`config.mk`:
```
export PLATFORM = sky130hd
export DESIGN_NAME = n_div_prog
export DESIGN_NICKNAME = d
export VERILOG_FILES = /design/src/rtl/n_div_prog.sv
export SDC_FILE = /design/constraint.sdc
export NUM_CORES = 1
export LEC_CHECK = 0
export ABC_CLOCK_PERIOD_IN_PS = 3700
export CELL_PAD_IN_SITES_DETAIL_PLACEMENT = 1
export CELL_PAD_IN_SITES_GLOBAL_PLACEMENT = 1
export CORE_ASPECT_RATIO = 1.75
export CORE_MARGIN = 2
export CORE_UTILIZATION = 25
export CTS_BUF_LIST = sky130_fd_sc_hd__clkbuf_8
export CTS_CLUSTER_DIAMETER = 50
export DETAILED_ROUTE_END_ITERATION = 16
export GPL_TIMING_DRIVEN = 0
export HOLD_SLACK_MARGIN = 0.15
export PLACE_DENSITY_LB_ADDON = 0.05
export SLEW_MARGIN = 10
export SYNTH_ARGS = -nofsm -noshare
export SYNTH_HDL_FRONTEND = slang
export SYNTH_SLANG_ARGS = --single-unit
```
`constraint.sdc`:
```
create_clock -name clk -period 3.7 [get_ports clk]
set_clock_uncertainty 0.1 [all_clocks]
set_input_delay 0.74 -clock clk [delete_from_list [all_inputs] [get_ports clk]]
set_output_delay 0.74 -clock clk [all_outputs]
set_load 0.02 [all_outputs]
```
`src/rtl/n_div_prog.sv`:
```
// Programmable integer clock divider with glitch-free ratio changes.
// A new ratio is taken only at a period boundary; every output comes straight from a register.
module n_div_prog #(
  parameter int unsigned WIDTH     = 8,
  parameter int unsigned DEFAULT_N = 8
) (
  input  logic             clk,
  input  logic             rst,
  input  logic             en,
  input  logic [WIDTH-1:0] n_in,
  input  logic             n_load,
  output logic             clk_d,
  output logic             tick,
  output logic             n_ack,
  output logic             n_err,
  output logic [WIDTH-1:0] n_active
);

  localparam logic [WIDTH-1:0] NReset = WIDTH'(DEFAULT_N);

  logic [WIDTH-1:0] cnt_q, cnt_d;
  logic [WIDTH-1:0] n_act_q, n_act_d;
  logic [WIDTH-1:0] pend_n_q, pend_n_d;
  logic             pend_valid_q, pend_valid_d;
  logic             clk_d_q, clk_d_d;
  logic             tick_q, tick_d;
  logic             n_ack_q, n_ack_d;
  logic             n_err_q, n_err_d;

  logic [WIDTH:0]   hi;
  logic [WIDTH:0]   cnt_inc;
  logic             boundary;
  logic             load_ok;
  logic             load_bad;

  // Both values are one bit wider than the ratio, so neither can overflow at the maximum ratio.
  assign hi       = ({1'b0, n_act_q} + 1'b1) >> 1;
  assign cnt_inc  = {1'b0, cnt_q} + 1'b1;
  assign boundary = en && (cnt_q == (n_act_q - 1'b1));
  assign load_ok  = n_load && (n_in >= WIDTH'(2));
  assign load_bad = n_load && (n_in < WIDTH'(2));

  always_comb begin
    cnt_d        = cnt_q;
    n_act_d      = n_act_q;
    pend_n_d     = pend_n_q;
    pend_valid_d = pend_valid_q;
    clk_d_d      = clk_d_q;
    tick_d       = 1'b0;
    n_ack_d      = 1'b0;
    n_err_d      = load_bad;

    if (en) begin
      if (boundary) begin
        cnt_d   = '0;
        clk_d_d = 1'b1;
        tick_d  = 1'b1;
        if (pend_valid_q) begin
          n_act_d      = pend_n_q;
          pend_valid_d = 1'b0;
          n_ack_d      = 1'b1;
        end
      end else begin
        cnt_d   = cnt_inc[WIDTH-1:0];
        clk_d_d = (cnt_inc < hi);
      end
    end

    // A load in the boundary cycle wins over the clear, so it waits for the next boundary.
    if (load_ok) begin
      pend_n_d     = n_in;
      pend_valid_d = 1'b1;
    end
  end

  always_ff @(posedge clk) begin
    if (rst) begin
      cnt_q        <= NReset - 1'b1;
      n_act_q      <= NReset;
      pend_n_q     <= NReset;
      pend_valid_q <= 1'b0;
      clk_d_q      <= 1'b0;
      tick_q       <= 1'b0;
      n_ack_q      <= 1'b0;
      n_err_q      <= 1'b0;
    end else begin
      cnt_q        <= cnt_d;
      n_act_q      <= n_act_d;
      pend_n_q     <= pend_n_d;
      pend_valid_q <= pend_valid_d;
      clk_d_q      <= clk_d_d;
      tick_q       <= tick_d;
      n_ack_q      <= n_ack_d;
      n_err_q      <= n_err_d;
    end
  end

  assign clk_d    = clk_d_q;
  assign tick     = tick_q;
  assign n_ack    = n_ack_q;
  assign n_err    = n_err_q;
  assign n_active = n_act_q;

endmodule

```
== Word level (Yosys, flattened, before mapping) ==
Cells that the tools add are included.

* Register bits after elaboration: 29
* Bits of input ports: 12
* Logic and storage cells: 33

* $add $sub $neg: 3
* Magnitude comparators: 3
* Equal/unequal tests: 1
* Muxes and demuxes: 7
* Bitwise logic cells: 2
* Reductions and logical operators: 9

{| class="wikitable"
|+ Operators with widths
! cell !! count
|-
| adder 8 x 1 -> 9 bit (second input constant) || 2
|-
| < comparator 9 x 8 -> 1 bit || 1
|-
| == test 8 bit || 1
|-
| >= comparator 8 x 2 -> 1 bit (second input constant) || 1
|-
| < comparator 8 x 2 -> 1 bit (second input constant) || 1
|-
| two-way mux 8 bit || 1
|-
| subtractor 8 x 1 -> 8 bit (second input constant) || 1
|-
| two-way mux 1 bit || 6
|-
| nonzero test 2 bit || 2
|-
| logical AND 1 bit || 3
|-
| AND reduction 3 bit || 1
|-
| OR reduction 3 bit || 1
|-
| inverter 1 bit || 2
|-
| AND reduction 2 bit || 1
|-
| OR reduction 2 bit || 1
|}

== Longest topological paths before layout ==
* Depth after elaboration: 6
* Depth in mapped cells: 9

== Worst setup path after synthesis ==
Ideal clock, no wire load.

* Path type: flip-flop to flip-flop
* From: register n_act_q[0] (netlist: n_active[0])
* To: register n_act_q[3] (netlist: n_active[3])
* Setup time: 0.120 ns
* Arrival time: 2.632 ns
* Required time: 3.480 ns
* Setup slack: 0.848 ns
* Stages on the path, launching flop included: 9
* Buffers on the path: 0
* Cells stage by stage: dfxtp_1 -> inv_1 -> ha_1 -> o21ba_1 -> a221oi_1 -> o221ai_1 -> a2111oi_4 -> nor2b_1 -> a211o_1

* Word-level cells in the longest chain between the ends: 4

{| class="wikitable"
|+ RTL lines
! item !! line !! text
|-
| from (decl) || 22 || <nowiki>logic [WIDTH-1:0] n_act_q, n_act_d;</nowiki>
|-
| from (signal assigned) || 79 || <nowiki>n_act_q <= NReset;</nowiki>
|-
| from (signal assigned) || 88 || <nowiki>n_act_q <= n_act_d;</nowiki>
|-
| subtractor 8 x 1 -> 8 bit || 39 || <nowiki>assign boundary = en && (cnt_q == (n_act_q - 1'b1));</nowiki>
|-
| == test 8 bit || 39 ||
|-
| logical AND 1 bit || 39 ||
|-
| AND reduction 3 bit (no source line) || - ||
|}

Every way passes these cells.
A chain may end at the register's enable or synchronous reset.

== Final worst setup path ==
Same ends and word-level chain as after synthesis.

==> impl_results.md <==
- Area grow syn2layout: 24.1%
- Crit-path max FO: 9
- RR Startpoint: n_active[0]
- Final Util: approximately a third
- Synth Net Count: approximately 220
- Slew at the pin with the worst max-slew slack: roughly 800 ps
- Clock power share: between 40% and 50%
- Max Slew Vio Count: 0
- 1st-pass router iterations: 4
- Layout Cell Area excl Fill: between 0.002 and 0.0025 mm^2
- Worst Hold Class: flip-flop to flip-flop
- Setup crit start kind: flip-flop
- DRT antenna net count: 0
- H-tree depth: 2
- Chip width: 67.5 um
- CTS Hold Buffers Added: 0
- Number of vias per cell: slightly below 5
- Gpl congestion: ~0.75
- Post-route setup TNS: 0 ps
- Ports: 24
- Starting Density: about a quarter
- GRT Util Overall: roughly 15%
- DP Area: 0.00207 mm^2
- Post-synth ARST share: 0%
- Row cnt: 40
- Largest net degree at the start of global routing: 11
- Clk_lat worst skew: around 290 ps
- CTS resizes: 0
- Pint: 0.631 mW
- Slew headroom: between 40 and 50%
- Vias: roughly 1,500
- # clock sinks: 29
- CTS tree: built
- Number of synthesized register bits: 29
- Per-cell routed wire length: between 15 and 20 um
- Switching share of power: 29.2%
- Final hold slack: 350 ps
- F_max: roughly 320 MHz
- Die H: between 100 and 150 um
- Deepest clock path buffer count: 2
- Min-delay src: pend_valid_q
- Final Total Pwr: 0.891 mW
- Power Dens Cells: 407 mW/mm^2
- Status: finished clean
- NetSw: approximately 0.26 mW
- Fin crit period: 3140 ps
- Ys Warns: 0
- Tcrit/Tclk final: approximately 85%
- Layout cells sized above 1: 10.5%
- Unrepaired setup endpoints after global routing: no
- Filler cells: between 700 and 800
- Post-CTS Setup Inserts: 0
- Hpwl dp: ~4.0 mm
- Fin. Hold Viols: 0
- Required time worst endpoint: approximately 3800 ps
- Antenna violations before repair: 0
- Port Buf Inserts: 20
- Crit Path Category: flip-flop to flip-flop
- Syn Std Cell Area: ~0.0018 mm^2
- Total core area: ~0.007 mm^2
- Initial DRC count: 46
- Num CTS Buffers: 5
- Distinct cells, synth: 44
- CP Launch Point: n_active[0]
- GRT overflow: 0
- Combinational group share of total power: just over 20%
- Setup Viol. Count Final: 0
- Net count, final: 250
- First-pass GRT wire length: 8.32 mm
- Residual DRC: 0
- Avg Cell Area, Syn: 8.78 um^2
- Cells after synthesis: 201
- Synth Flop Type: dfxtp_1
- # diodes: 0
- Sequential Power Share: between 30% and 40%
- CP arrival: 3220 ps
- Leak pwr: between 0.8 and 0.9 nW
- Maximum vdd ir drop: between 0.15 and 0.2 mV
- Maxcap violations: 0
- Sequential share of the synthesized area: between 30% and 40%
- Clk root buf: clkbuf_8
- Worst-path clk slew: 70 ps
- Vias in the first global route: 1,656
- Crit end category: flip-flop
- Post-synth EDFFs: 0
- Die area: slightly below 0.008 mm^2
- Total wire length: about 5 mm
==> state kept, by name (all words and copies together) (netlist names) <==
name / cells
n_ack: 1
n_err: 1
n_active: 8
cnt_q: 8
tick: 1
pend_valid_q: 1
pend_n_q: 8
clk_d: 1
==> path summary, 6_finish.rpt <==
check | to | slack (ps) | depth (start not counted)
worst max-delay path | n_active[3] | 560 | 8
worst min-delay path | n_ack | 350 | 2
worst max register to register | n_active[3] | 560 | 8
worst min register to register | n_ack | 350 | 2
==> power groups by stage <==
stage	combinational [mW]	sequential (mW)	clock, mW
2_1_floorplan	0.121	0.356	0
3_3_place_gp	0.182	0.351	0
3_5_place_dp	0.187	0.353	0
4_1_cts	0.188	0.346	0.368
5_1_grt	0.206	0.348	0.380
6_report	0.185	0.345	0.361
==> cell type report <==
cell class | instances | area [um^2] | area share [%]
clock buffer | 6 | 82.6 | 3.77
buffer | 13 | 87.6 | 4.00
clock inverter | 2 | 37.5 | 1.71
tap | 84 | 105 | 4.80
timing repair buffer | 20 | 200 | 9.14
multi-input combinational | 154 | 1080 | 49.2
inverter | 5 | 18.8 | 0.857
sequential | 29 | 581 | 26.5
==> logic make-up after synthesis <==
| kind of cell | count (synthesis) | share of synthesized area [%] |
|---|---|---|
| muxes | 8 | 4.54 |
| xor gates and xnor gates | 25 | 12.4 |
| DFF | 29 | 32.9 |
| adders and majority gates | 10 | 7.09 |
| buffers and inverters | 18 | 6.03 |
| AOI/OAI and AO/OA | 33 | 15.2 |
| and+or+nand+nor | 78 | 21.8 |
==> metal layers <==
metal | vias up | track usage [%] | part of all wire (%)
li1 | 762 | - | -
met1 | 750 | 15.3 | 38
met2 | 26 | 27.4 | 57
met3 | 7 | 2.05 | 1.9
met4 | 0 | 6.67 | 3.0
met5 | - | 0 | 0
==> Yosys cell counts (2+ instances only) <==
cell type	number	area, um^2
dfxtp_1	29	581
nand2_1	23	86.3
nor2_1	22	82.6
xor2_1	18	158
ha_1	10	125
a21oi_1	9	45.0
mux2i_1	8	80.1
nand3_1	8	40.0
xnor2_1	7	61.3
clkbuf_1	6	22.5
and3_1	5	31.3
inv_1	5	18.8
nor3_1	4	20.0
a211oi_1	3	22.5
a221o_1	3	30.0
and4_2	3	30.0
nand4_1	3	18.8
a31oi_1	2	12.5
buf_2	2	10.0
buf_6	2	22.5
clkbuf_8	2	27.5
nor2b_1	2	12.5
nor3b_1	2	15.0
nor4_1	2	12.5
o22ai_1	2	12.5
==> through the flow <==
step                      cells  setup slack, ps
after floorplan             201              848
after global placement      305              598
after detailed placement    305              510
after CTS                   313              495
after global routing        313              306
final                       313              563
==> worst max-delay path, stage by stage (launching register included) <==
cell and delay [ps]:
dfxtp_1 490, inv_1 110, ha_1 300, o21ba_1 200, a221oi_1 380, o221ai_1 250
a2111oi_4 800, nor2b_1 110, a211o_1 280
==> cell usage in the layout (no fill, tap or decap), types with 6 or more instances in the layout <==
cell type        synthesis  routed
dfxtp_1                 29      29
nand2_1                 23      23
nor2_1                  22      22
clkdlybuf4s50_1          0      20
xor2_1                  18      18
ha_1                    10      10
a21oi_1                  9       9
nand3_1                  8       8
clkbuf_8                 2       8
mux2i_1                  8       8
xnor2_1                  7       7
clkbuf_1                 6       6
Power figures use the tool's default switching activity.
